--- config.mk ---
export PLATFORM = sky130hd
export DESIGN_NAME = rr_arbiter_wslice
export DESIGN_NICKNAME = d
export VERILOG_FILES = /design/src/rtl/rr_arbiter_wslice.sv
export SDC_FILE = /design/constraint.sdc
export NUM_CORES = 1
export LEC_CHECK = 0
export BUFFER_PORTS_ARGS = -buffer_cell sky130_fd_sc_hd__buf_2
export CAP_MARGIN = 20
export CORE_ASPECT_RATIO = 1.2
export CORE_MARGIN = 1
export CORE_UTILIZATION = 50
export CTS_CLUSTER_DIAMETER = 50
export DETAILED_ROUTE_END_ITERATION = 7
export GPL_TIMING_DRIVEN = 0
export PLACE_DENSITY_LB_ADDON = 0.05
export SLEW_MARGIN = 10
export SYNTH_ARGS = -nofsm -noshare
export SYNTH_HDL_FRONTEND = slang
export SYNTH_SLANG_ARGS = --single-unit
--- constraint.sdc ---
create_clock -name clk -period 4.5 [get_ports clk]
set_input_delay 0.225 -clock clk [delete_from_list [all_inputs] [get_ports clk]]
set_output_delay 0.225 -clock clk [all_outputs]
set_load 0.02 [all_outputs]
--- src/rtl/rr_arbiter_wslice.sv ---
// Round-robin arbiter, N requesters, each holding the grant for up to its own quantum; 1-cycle req->gnt, gapless handoff.
// No backpressure: gnt is a per-cycle permission, never waits on an acknowledgement.
module rr_arbiter_wslice #(
   parameter  int N  = 4,
   parameter  int CW = 4,
   localparam int IW = $clog2(N)
) (
   input  logic            clk,
   input  logic            rst,
   input  logic [N-1:0]    req,
   input  logic [N*CW-1:0] quantum,
   output logic [N-1:0]    gnt,
   output logic            gnt_valid,
   output logic [IW-1:0]   gnt_id,
   output logic            gnt_last
);

   logic [IW-1:0] owner, owner_nxt;
   logic [IW-1:0] last_owner, last_owner_nxt;
   logic [CW-1:0] count, count_nxt;
   logic [CW-1:0] q_lat, q_lat_nxt, q_win;
   logic          valid_nxt, last_nxt, hold, found;
   logic [IW-1:0] base, win;
   logic [IW:0]   cand;
   logic [N-1:0]  gnt_nxt;

   assign gnt_id = owner;

   always_comb begin
      base  = gnt_valid ? owner : last_owner;
      found = 1'b0;
      win   = owner;
      cand  = '0;
      // Offset N lands back on base, so the current owner only wins when nobody else asks.
      for (int k = 1; k <= N; k++) begin
         cand = {1'b0, base} + (IW+1)'(k);
         if (cand >= (IW+1)'(N))
            cand = cand - (IW+1)'(N);
         if (!found && req[cand[IW-1:0]]) begin
            found = 1'b1;
            win   = cand[IW-1:0];
         end
      end
      q_win = quantum[int'(win)*CW +: CW];
      if (q_win == '0)
         q_win = CW'(1);
   end

   always_comb begin
      owner_nxt      = owner;
      last_owner_nxt = last_owner;
      count_nxt      = '0;
      q_lat_nxt      = q_lat;
      valid_nxt      = 1'b0;
      gnt_nxt        = '0;
      hold           = gnt_valid && req[owner] && (count < q_lat - CW'(1));
      if (hold) begin
         count_nxt = count + CW'(1);
         valid_nxt = 1'b1;
      end else if (found) begin
         owner_nxt      = win;
         last_owner_nxt = win;
         q_lat_nxt      = q_win;
         valid_nxt      = 1'b1;
      end
      if (valid_nxt)
         gnt_nxt[owner_nxt] = 1'b1;
      last_nxt = valid_nxt && (count_nxt == q_lat_nxt - CW'(1));
   end

   always_ff @(posedge clk) begin
      if (rst) begin
         owner      <= '0;
         last_owner <= IW'(N-1);
         count      <= '0;
         q_lat      <= CW'(1);
         gnt_valid  <= 1'b0;
         gnt        <= '0;
         gnt_last   <= 1'b0;
      end else begin
         owner      <= owner_nxt;
         last_owner <= last_owner_nxt;
         count      <= count_nxt;
         q_lat      <= q_lat_nxt;
         gnt_valid  <= valid_nxt;
         gnt        <= gnt_nxt;
         gnt_last   <= last_nxt;
      end
   end

endmodule

==> impl_metrics.toml, run 1 <==
[power_and_ir_drop]
power_frac_seq_pct = 23.1
power_frac_comb_pct = 68.4
p_per_area_nw_per_um2 = 660
pwr-share-clk_pct = 8.5
p_int_uw = 628
p_sw_uw = 505
p_leak_nw = 0.750
design_power_total_mw = 1.13
switching_share_pct = 44.6
ir_drop_mv = 0.427

[setup_path]
path_max_fanout = 10
path_class = "register to register"
critPathMaxStageDelay_ps = 400
worstPathCellList = "buf_6, mux2i_4, mux2i_1, a22o_1, a221o_1, o22ai_4, mux2i_1, mux2_2, o211ai_1, o21ai_0, ha_1, xnor2_1, nor3_1, nor3b_1, o2111ai_1, o31ai_1"
ff2ff_path_depth = 16
crit_required_ps = 4710
slowest_stage = "mux2i_4"
crit_top_cell = "mux2i_1"
crit_path_start_kind = "register"
crit_path_end_kind = "register"
crit_arrival_ps = 4350

[timing]
slew_violations = 0
post-route-period-util_pct = 92.0
worstMarginPinSlew_ps = 758
rsz0062_at_grt = "no"
setup_viol = 0
slew_headroom_pct = 49.4
fin_crit_ps = 4140
fmax_mhz = 241
skew_ps = 5.22
hold_viol_final = 0
final.setup.tns_ps = 0

[synthesis]
synthCells = 172
synth_cell_types = 53
seq_area_frac_synth_pct = 24.9
synth_seq_cells = 18
synth_async_sr_flop_share_pct = 0
synth_flop_cell = "dfxtp_1"
syn_avg_cell_area_um2 = 8.40
ys_warn_count = 0
synth_fp_nets = 200
netlist_area_um2 = 1450
synth-edff-count = 0

[min_path]
whs_path_depth = 2
hold_class = "input pin to register"

[clocking]
cts_buffer_depth = 2
cts_buffers = 3
clk_pin_slew_ps = 100
ctsHoldBuffers = 0
clock-sinks = 18
cts_tree = "done"
h-tree-depth = 1
clkLatencyLatePin_ps = 280
root_buffer = "clkbuf_4"

[route]
wirelength_um = 3490
route.detailed.drc = 0
routedWlPerCell_um = 14.2
drtPass1Iterations = 6
dr_total_vias = 1439
viasPerCell = 5.87
drt-initial-drc-count = 47
ant_nets = 0

[global_routing]
grt_pass1_wl_um = 5530
gr-usage-met1_pct = 26.8
use_met2_pct = 44.5
first_global_vias = 1290
grt_usage_pct = 23.0
top_usage_layer = "met2"
grt_max_degree = 11
grt.met3_usage_pct = 1.25
globalRouteOverflowTotal = 0
antenna_found_initial = 0

[flow_run]
drv_cap = 0

[layout]
antenna_cells = 0
final_cells = 245
drive_above_1_share_pct = 26.5
num-nets-final = 240
area_delta_synth_final_pct = 18.9

[floorplanning]
ios = 30
dieWidth_um = 51.1
die_y_um = 60.9
die-area_um2 = 3110
num_rows = 21
start_util_pct = 52.4
core_area_um2 = 2760

[placement]
portBuffers = 29
place_inst = 235
gp_congestion = 0.819
dpl.hpwl_um = 2690

[status]
outcome = "finished clean"
[metal layers]
metal / share of wire (%) / up-vias / wire (µm)
met2: 52 / 38 / 1820
met3: 3.6 / 6 / 125
met4: 1.3 / 0 / 44
li1: - / 715 / -
met1: 43 / 680 / 1500
met5: 0 / - / 0
[layout make-up]
type / instances / area [µm²]
buffer: 7 / 36.3
clock buffer: 4 / 36.3
fill: 269 / 1040
inverter: 5 / 18.8
multi-input combinational: 142 / 1030
sequential: 18 / 360
tap: 34 / 42.5
timing repair buffer: 35 / 190
[power groups by stage]
stage | logic [mW] | clock network, mW | registers, mW
finish | 0.775 | 0.0969 | 0.262
global route | 0.855 | 0.105 | 0.270
CTS | 0.712 | 0.0974 | 0.261
detailed placement | 0.710 | 0 | 0.265
global placement | 0.689 | 0 | 0.263
floorplan | 0.533 | 0 | 0.288
[placed cells by master, fill, tap and decap left out, types with 5 or more instances in the layout]
master,Yosys,layout
nor3_1,5,5
inv_1,5,5
buf_2,1,30
nand2b_1,5,5
mux2i_1,11,11
xnor2_1,5,5
buf_4,0,6
o21ai_0,11,11
nand2_1,7,7
a21oi_1,5,5
mux2_2,7,7
nor2_1,27,27
ha_1,6,6
dfxtp_1,18,18
[sequential cells by signal, indices dropped and copies added (netlist names)]
name and flops:
count 4, gnt 4, q_lat 4, gnt_id 2
last_owner 2, gnt_last 1, gnt_valid 1
[what timing repair did]
item / 4_1_cts / 5_1_grt
endpoints found under the setup margin: 0 / 1
gates resized for setup: 0 / 1
endpoints found under the hold margin: 0 / 0
setup buffers: 0 / 6
[path summary, 6_finish.rpt]
path | start | end | slack (ps)
max | gnt_valid | gnt_last | 360
min | rst | gnt_valid | 170
max reg2reg | gnt_valid | gnt_last | 360
min reg2reg | count[0] | count[0] | 520
[Yosys cell counts (4+ instances only)]
master / n / share of area, %
o21ai_0: 11 / 3.8
nand2b_1: 5 / 2.2
ha_1: 6 / 5.2
inv_1: 5 / 1.3
xnor2_1: 5 / 3.0
nor3_1: 5 / 1.7
nand3_1: 4 / 1.4
mux2i_1: 11 / 7.6
nand2_1: 7 / 1.8
mux2_2: 7 / 5.5
dfxtp_1: 18 / 25
a21oi_1: 5 / 1.7
nor2_1: 27 / 7.0
[stage by stage]
| stage | hold WS [ps] | worst slack [ps] | area [µm²] | utilization (%) |
|---|---|---|---|---|
| after global placement | 469 | 400 | 1630 | 59.2 |
| final | 170 | 359 | 1720 | 62.3 |
| after CTS | 168 | 170 | 1670 | 60.5 |
| after global routing | 175 | 23.8 | 1720 | 62.3 |
| after floorplan | 317 | 760 | 1450 | - |
| after detailed placement | 473 | 243 | 1630 | 59.2 |
[worst max-delay path, delay by kind of cell (launching register included)]
kind	cells	cell delay (ps)
flip-flops	1	360
multiplexers	4	930
buffers and inverters	1	150
XOR/XNOR	1	130
adder cells (fa/ha/maj)	1	350
AND/OR/NAND/NOR	2	530
AO/OA/AOI/OAI	7	1620
[cells by family (layout without fill, tap and decap cells)]
family | count (synthesis) | after routing | synth area share [%]
AND/OR/NAND/NOR | 64 | 64 | 22.7
AO/OA/AOI/OAI | 45 | 45 | 22.9
multiplexers | 20 | 20 | 16.2
flip-flops | 18 | 18 | 24.9
buffers and inverters | 12 | 51 | 3.81
XOR/XNOR | 7 | 7 | 4.24
adder cells (fa/ha/maj) | 6 | 6 | 5.19
Note: power is estimated with default switching activity, not from simulation.
==> run 2: changes to the inputs <==
--- a/config.mk
+++ b/config.mk
@@ -5,6 +5,7 @@
 export SDC_FILE = /design/constraint.sdc
 export NUM_CORES = 1
 export LEC_CHECK = 0
+export ABC_AREA = 1
 export BUFFER_PORTS_ARGS = -buffer_cell sky130_fd_sc_hd__buf_2
 export CAP_MARGIN = 20
 export CORE_ASPECT_RATIO = 1.2
==> impl_metrics.toml, run 2 <==
[layout]
final_cells = 298
final_area_um2 = 1700
post-route-util_pct = 60.5
area_delta_synth_final_pct = 14.1
mostFrequentLayoutCells = "62 x nand2_1, 31 x nand3_1, 30 x buf_2"
final_common_cell = "nand2_1"
drive_above_1_share_pct = 28.4
largestRegisters = "count: 4 flops, gnt: 4 flops, q_lat: 4 flops"
num-nets-final = 294
antenna_cells = 0

[setup_path]
path_max_fanout = 10
slowest_stage = "dfxtp_1"
crit_start = "q_lat[1]"
critPathMaxStageDelay_ps = 340
path_buf_inv = 4
ff2ff_path_depth = 20
crit_arrival_ps = 3440
reg2reg_slack_ps = 1300
crit_required_ps = 4740
reg2reg_to = "gnt_last"
crit_path_start_kind = "register"
path_class = "register to register"
worstReg2RegStart = "q_lat[1]"
crit_path_end_kind = "register"
cp_top_family = "simple AND/OR/NAND/NOR gates"
worstPathCellList = "nor3_1, xnor2_1, ha_1, a21o_1, a31oi_1, nand2_1, inv_1, nor2_2, inv_1, buf_2, nand2_1, o21ai_1, inv_1, ha_1, xor2_1, nor2_1, nand3_1, nor2_1, nand2_1, nor2_1"

[synthesis]
synth_fp_nets = 260
synthCells = 232
yosys-top-cells-count = "62 x nand2_1, 31 x nand3_1, 23 x nand2_2, 21 x inv_1, 19 x nor2_1"
syn_avg_cell_area_um2 = 6.43
seq_area_frac_synth_pct = 24.2
netlist_area_um2 = 1490
synth_most_common_cell = "nand2_1"
synth_flop_cell = "dfxtp_1"
synth_async_sr_flop_share_pct = 0
ys_warn_count = 0
synth_seq_cells = 18
yosys.area.top_type_share_pct = 24.2
synth-edff-count = 0
synth_cell_types = 27
synth_top_area_cell = "dfxtp_1"
synth.area.top_cells = "dfxtp_1 24%, nand2_1 16%, nand3_1 10%"

[timing]
hold_viol_final = 0
final.setup.tns_ps = 0
fin_crit_ps = 3200
setup_viol = 0
skew_ps = 5.31
worstMarginPinSlew_ps = 431
fmax_mhz = 312
rsz0062_at_grt = "no"
slew_headroom_pct = 71.0
whs_ps = 181
fin_ws_ps = 1300
slew_violations = 0
post-route-period-util_pct = 71.1

[global_routing]
antenna_found_initial = 0
grt_max_degree = 11
globalRouteOverflowTotal = 0
grt_pass1_wl_um = 5320
first_global_vias = 1283
grt_usage_pct = 22.5

[route]
wl_met2_um = 1670
route.detailed.drc = 0
dr_total_vias = 1505
viasPerCell = 5.05
met1_length_um = 1480
drt-initial-drc-count = 29
met3_length_um = 37
routedWlPerCell_um = 10.9
top_layer = "met4"
wirelength_um = 3250
ant_nets = 0
drtPass1Iterations = 4

[placement]
post-place-ws_ps = 1340
portBuffers = 29
placed_area_um2 = 1680
gp_congestion = 0.796
dpl.hpwl_um = 2730
place_inst = 295

[clocking]
cts_repair_resize_count = 0
ctsHoldBuffers = 0
h-tree-depth = 1
clock-sinks = 18
clkLatencyLatePin_ps = 290
clk_pin_slew_ps = 100
cts_setup_buffers = 0
cts_buffers = 3
cts_buffer_depth = 2
root_buffer = "clkbuf_4"
cts_tree = "done"

[floorplanning]
die-area_um2 = 3210
core_area_um2 = 2810
dieWidth_um = 51.9
start_util_pct = 53.0
die_y_um = 61.8
ios = 30
num_rows = 21

[min_path]
whs_endpoint = "last_owner[0]"
hold_class = "input pin to register"
hold_start = "rst"
whs_path_depth = 3

[power_and_ir_drop]
p_per_area_nw_per_um2 = 792
design_power_total_mw = 1.35
p_leak_nw = 0.901
ir_drop_mv = 0.596

[flow_run]
drv_cap = 0

[status]
outcome = "finished clean"
[run 2: cell families (layout without fill, tap and decap cells)]
family | Yosys count | count (layout) | share of synthesized area, %
DFF | 18 | 18 | 24.2
adders and majority gates | 6 | 6 | 5.03
and+or+nand+nor | 158 | 158 | 54.7
AOI/OAI and AO/OA | 20 | 20 | 6.96
xor gates and xnor gates | 4 | 4 | 2.35
buffers and inverters | 26 | 58 | 6.80
[run 2: per-layer routing]
layer	GRT usage, %	up-vias
li1	-	820
met1	26.2	665
met2	41.2	16
met3	2.19	4
met4	10.4	0
met5	0	-
[run 2: cell type report]
class	instances	area, µm²
multi-input cells	188	1030
repair buffers	29	145
well taps	34	42.5
clock buffers	3	22.5
fillers	287	1110
plain buffers	2	8.76
inverters	24	92.6
flip-flops and latches	18	360
[run 2: worst reg2reg max path, stage by stage, from the launching register on]
cell,delay [ps]
dfxtp_1,340
nor3_1,240
xnor2_1,160
ha_1,270
a21o_1,180
a31oi_1,130
nand2_1,140
inv_1,160
nor2_2,80
inv_1,80
buf_2,190
nand2_1,60
o21ai_1,100
inv_1,80
ha_1,310
xor2_1,170
nor2_1,120
nand3_1,90
nor2_1,110
nand2_1,60
nor2_1,70
[run 2: how the worst max path moves through the flow]
stage	endpoint	slack (ps)	depth (start not counted)
floorplan	gnt_last	1740	24
global placement	gnt_last	1360	20
detailed placement	gnt_last	1340	20
CTS	gnt_last	1310	20
global route	gnt_last	990	20
finish	gnt_last	1300	20
[run 2: report_power, final]
group,total [mW],internal (mW),switching [mW]
clock network,0.0780,0.0312,0.0468
logic,1.03,0.354,0.680
registers,0.236,0.204,0.0323
total,1.35,0.589,0.759
==> run 3: changes to the inputs <==
==> constraint.sdc (replaced) <==
create_clock -name clk -period 3.1 [get_ports clk]
set_input_delay 0.155 -clock clk [delete_from_list [all_inputs] [get_ports clk]]
set_output_delay 0.155 -clock clk [all_outputs]
set_load 0.02 [all_outputs]
==> impl_metrics.toml, run 3 (same netlist as run 2, synthesis figures left out) <==
[clocking]
clock-sinks = 18
cts_tree = "done"
ctsHoldBuffers = 0
clkLatencyLatePin_ps = 290
cts_buffer_depth = 2
cts_buffers = 3
clk_pin_slew_ps = 90
root_buffer = "clkbuf_4"
h-tree-depth = 1

[timing]
hold_viol_final = 0
slew_violations = 0
worstMarginPinSlew_ps = 451
slew_headroom_pct = 69.6
fin_crit_ps = 2920
post-route-period-util_pct = 94.2
skew_ps = 3.05
final.setup.tns_ps = 0
setup_viol = 0
fmax_mhz = 342

[min_path]
hold_class = "input pin to register"

[floorplanning]
ios = 30
dieWidth_um = 51.9
die-area_um2 = 3210
die_y_um = 61.8
core_area_um2 = 2810
num_rows = 21
start_util_pct = 53.0

[layout]
regArea_um2 = 373
area_delta_synth_final_pct = 31.0
num-nets-final = 312
final_cells = 316
multi_input_area_um2 = 1130
fill_cells = 262
antenna_cells = 0
drive_above_1_share_pct = 41.5
post-route-util_pct = 69.5
mostFrequentLayoutCells = "51 x nand2_1, 31 x nand3_1, 29 x buf_2"
final_common_cell = "nand2_1"
largestRegisters = "count: 4 flops, gnt: 4 flops, q_lat: 4 flops"

[placement]
place_inst = 295
dpl.hpwl_um = 2730
gp_congestion = 0.796
portBuffers = 29

[setup_path]
path_class = "register to register"
crit_required_ps = 3340
crit_top_cell = "nand2_2"
critPathMaxStageDelay_ps = 380
path_buf_inv = 2
crit_arrival_ps = 3160
cp_top_family = "simple AND/OR/NAND/NOR gates"
crit_path_start_kind = "register"
path_max_fanout = 6
crit_path_end_kind = "register"
worstPathCellList = "inv_4, nand2_1, nand2_2, nand2_2, nand2_2, nand2_2, nand2_4, buf_4, nand4_1, nand2_2, nand2_4, nand2_4, nand3_1, a21oi_1, nand2_2, nand2_4, ha_4, xor2_1, nor2_1, nand3_1, nor2_2, nand2_1, nor2_1"
slowest_stage = "dfxtp_4"

[power_and_ir_drop]
ir_drop_mv = 1.01
design_power_total_mw = 2.43
p_per_area_nw_per_um2 = 1240
p_leak_nw = 1.02

[flow_run]
drv_cap = 0

[route]
routedWlPerCell_um = 11.6
viasPerCell = 5.17
drtPass1Iterations = 4
wirelength_um = 3670
route.detailed.drc = 0
dr_total_vias = 1633
drt-initial-drc-count = 33
ant_nets = 0

[status]
outcome = "finished clean"

[global_routing]
grt_usage_pct = 22.6
grt_max_degree = 11
antenna_found_initial = 0
grt_pass1_wl_um = 5360
first_global_vias = 1298
globalRouteOverflowTotal = 0
[run 3: changes by cell type in the layout (fill, tap and decap cells not counted), moves of 2 or more]
cell,change
inv_1,-3
dfxtp_1,-6
nand2_2,+4
dfxtp_4,+2
dfxtp_2,+4
inv_2,+2
buf_4,+17
nand2_4,+8
nand2_1,-11
[run 3: per-layer routing]
layer	vias up	track usage [%]	wire [µm]
li1	856	-	-
met1	757	26.2	1610
met2	16	41.8	1940
met3	4	2.19	51
met4	0	10.4	62
met5	-	0	0
[run 3: worst paths after layout]
path                 start  cells after the start  slack, ps            end
min                    rst                      2        110      gnt_valid
max reg2reg      gnt_valid                     23        180       gnt_last
min reg2reg  last_owner[1]                      2        520  last_owner[1]
max              gnt_valid                     23        180       gnt_last
[run 3: where the power goes]
part	total (mW)	switching, mW	internal, mW
combinational	1.96	1.16	0.802
clock	0.112	0.0668	0.0452
sequential	0.353	0.0485	0.304
[run 3: what timing repair did]
action	in CTS	in global routing
pin swaps	1	24
cloned	0	1
setup endpoints to repair	1	1
resized for setup	2	37
buffers inserted	1	16
[run 3: layout make-up]
class / count / area share [%]
tap: 34 / 2.18
timing repair buffer: 46 / 14.0
inverter: 24 / 4.87
buffer: 2 / 0.769
sequential: 18 / 19.1
multi-input combinational: 189 / 58.0
clock buffer: 3 / 1.15
[run 3: per-stage QoR]
step           area (µm²)  worst slack, ps  hold WS, ps
3_3_place_gp         1680            -36.4          408
2_1_floorplan        1490              341          250
4_1_cts              1710             32.6          104
3_5_place_dp         1680            -64.8          412
6_report             1950              180          108
5_1_grt              1950            -47.9          108
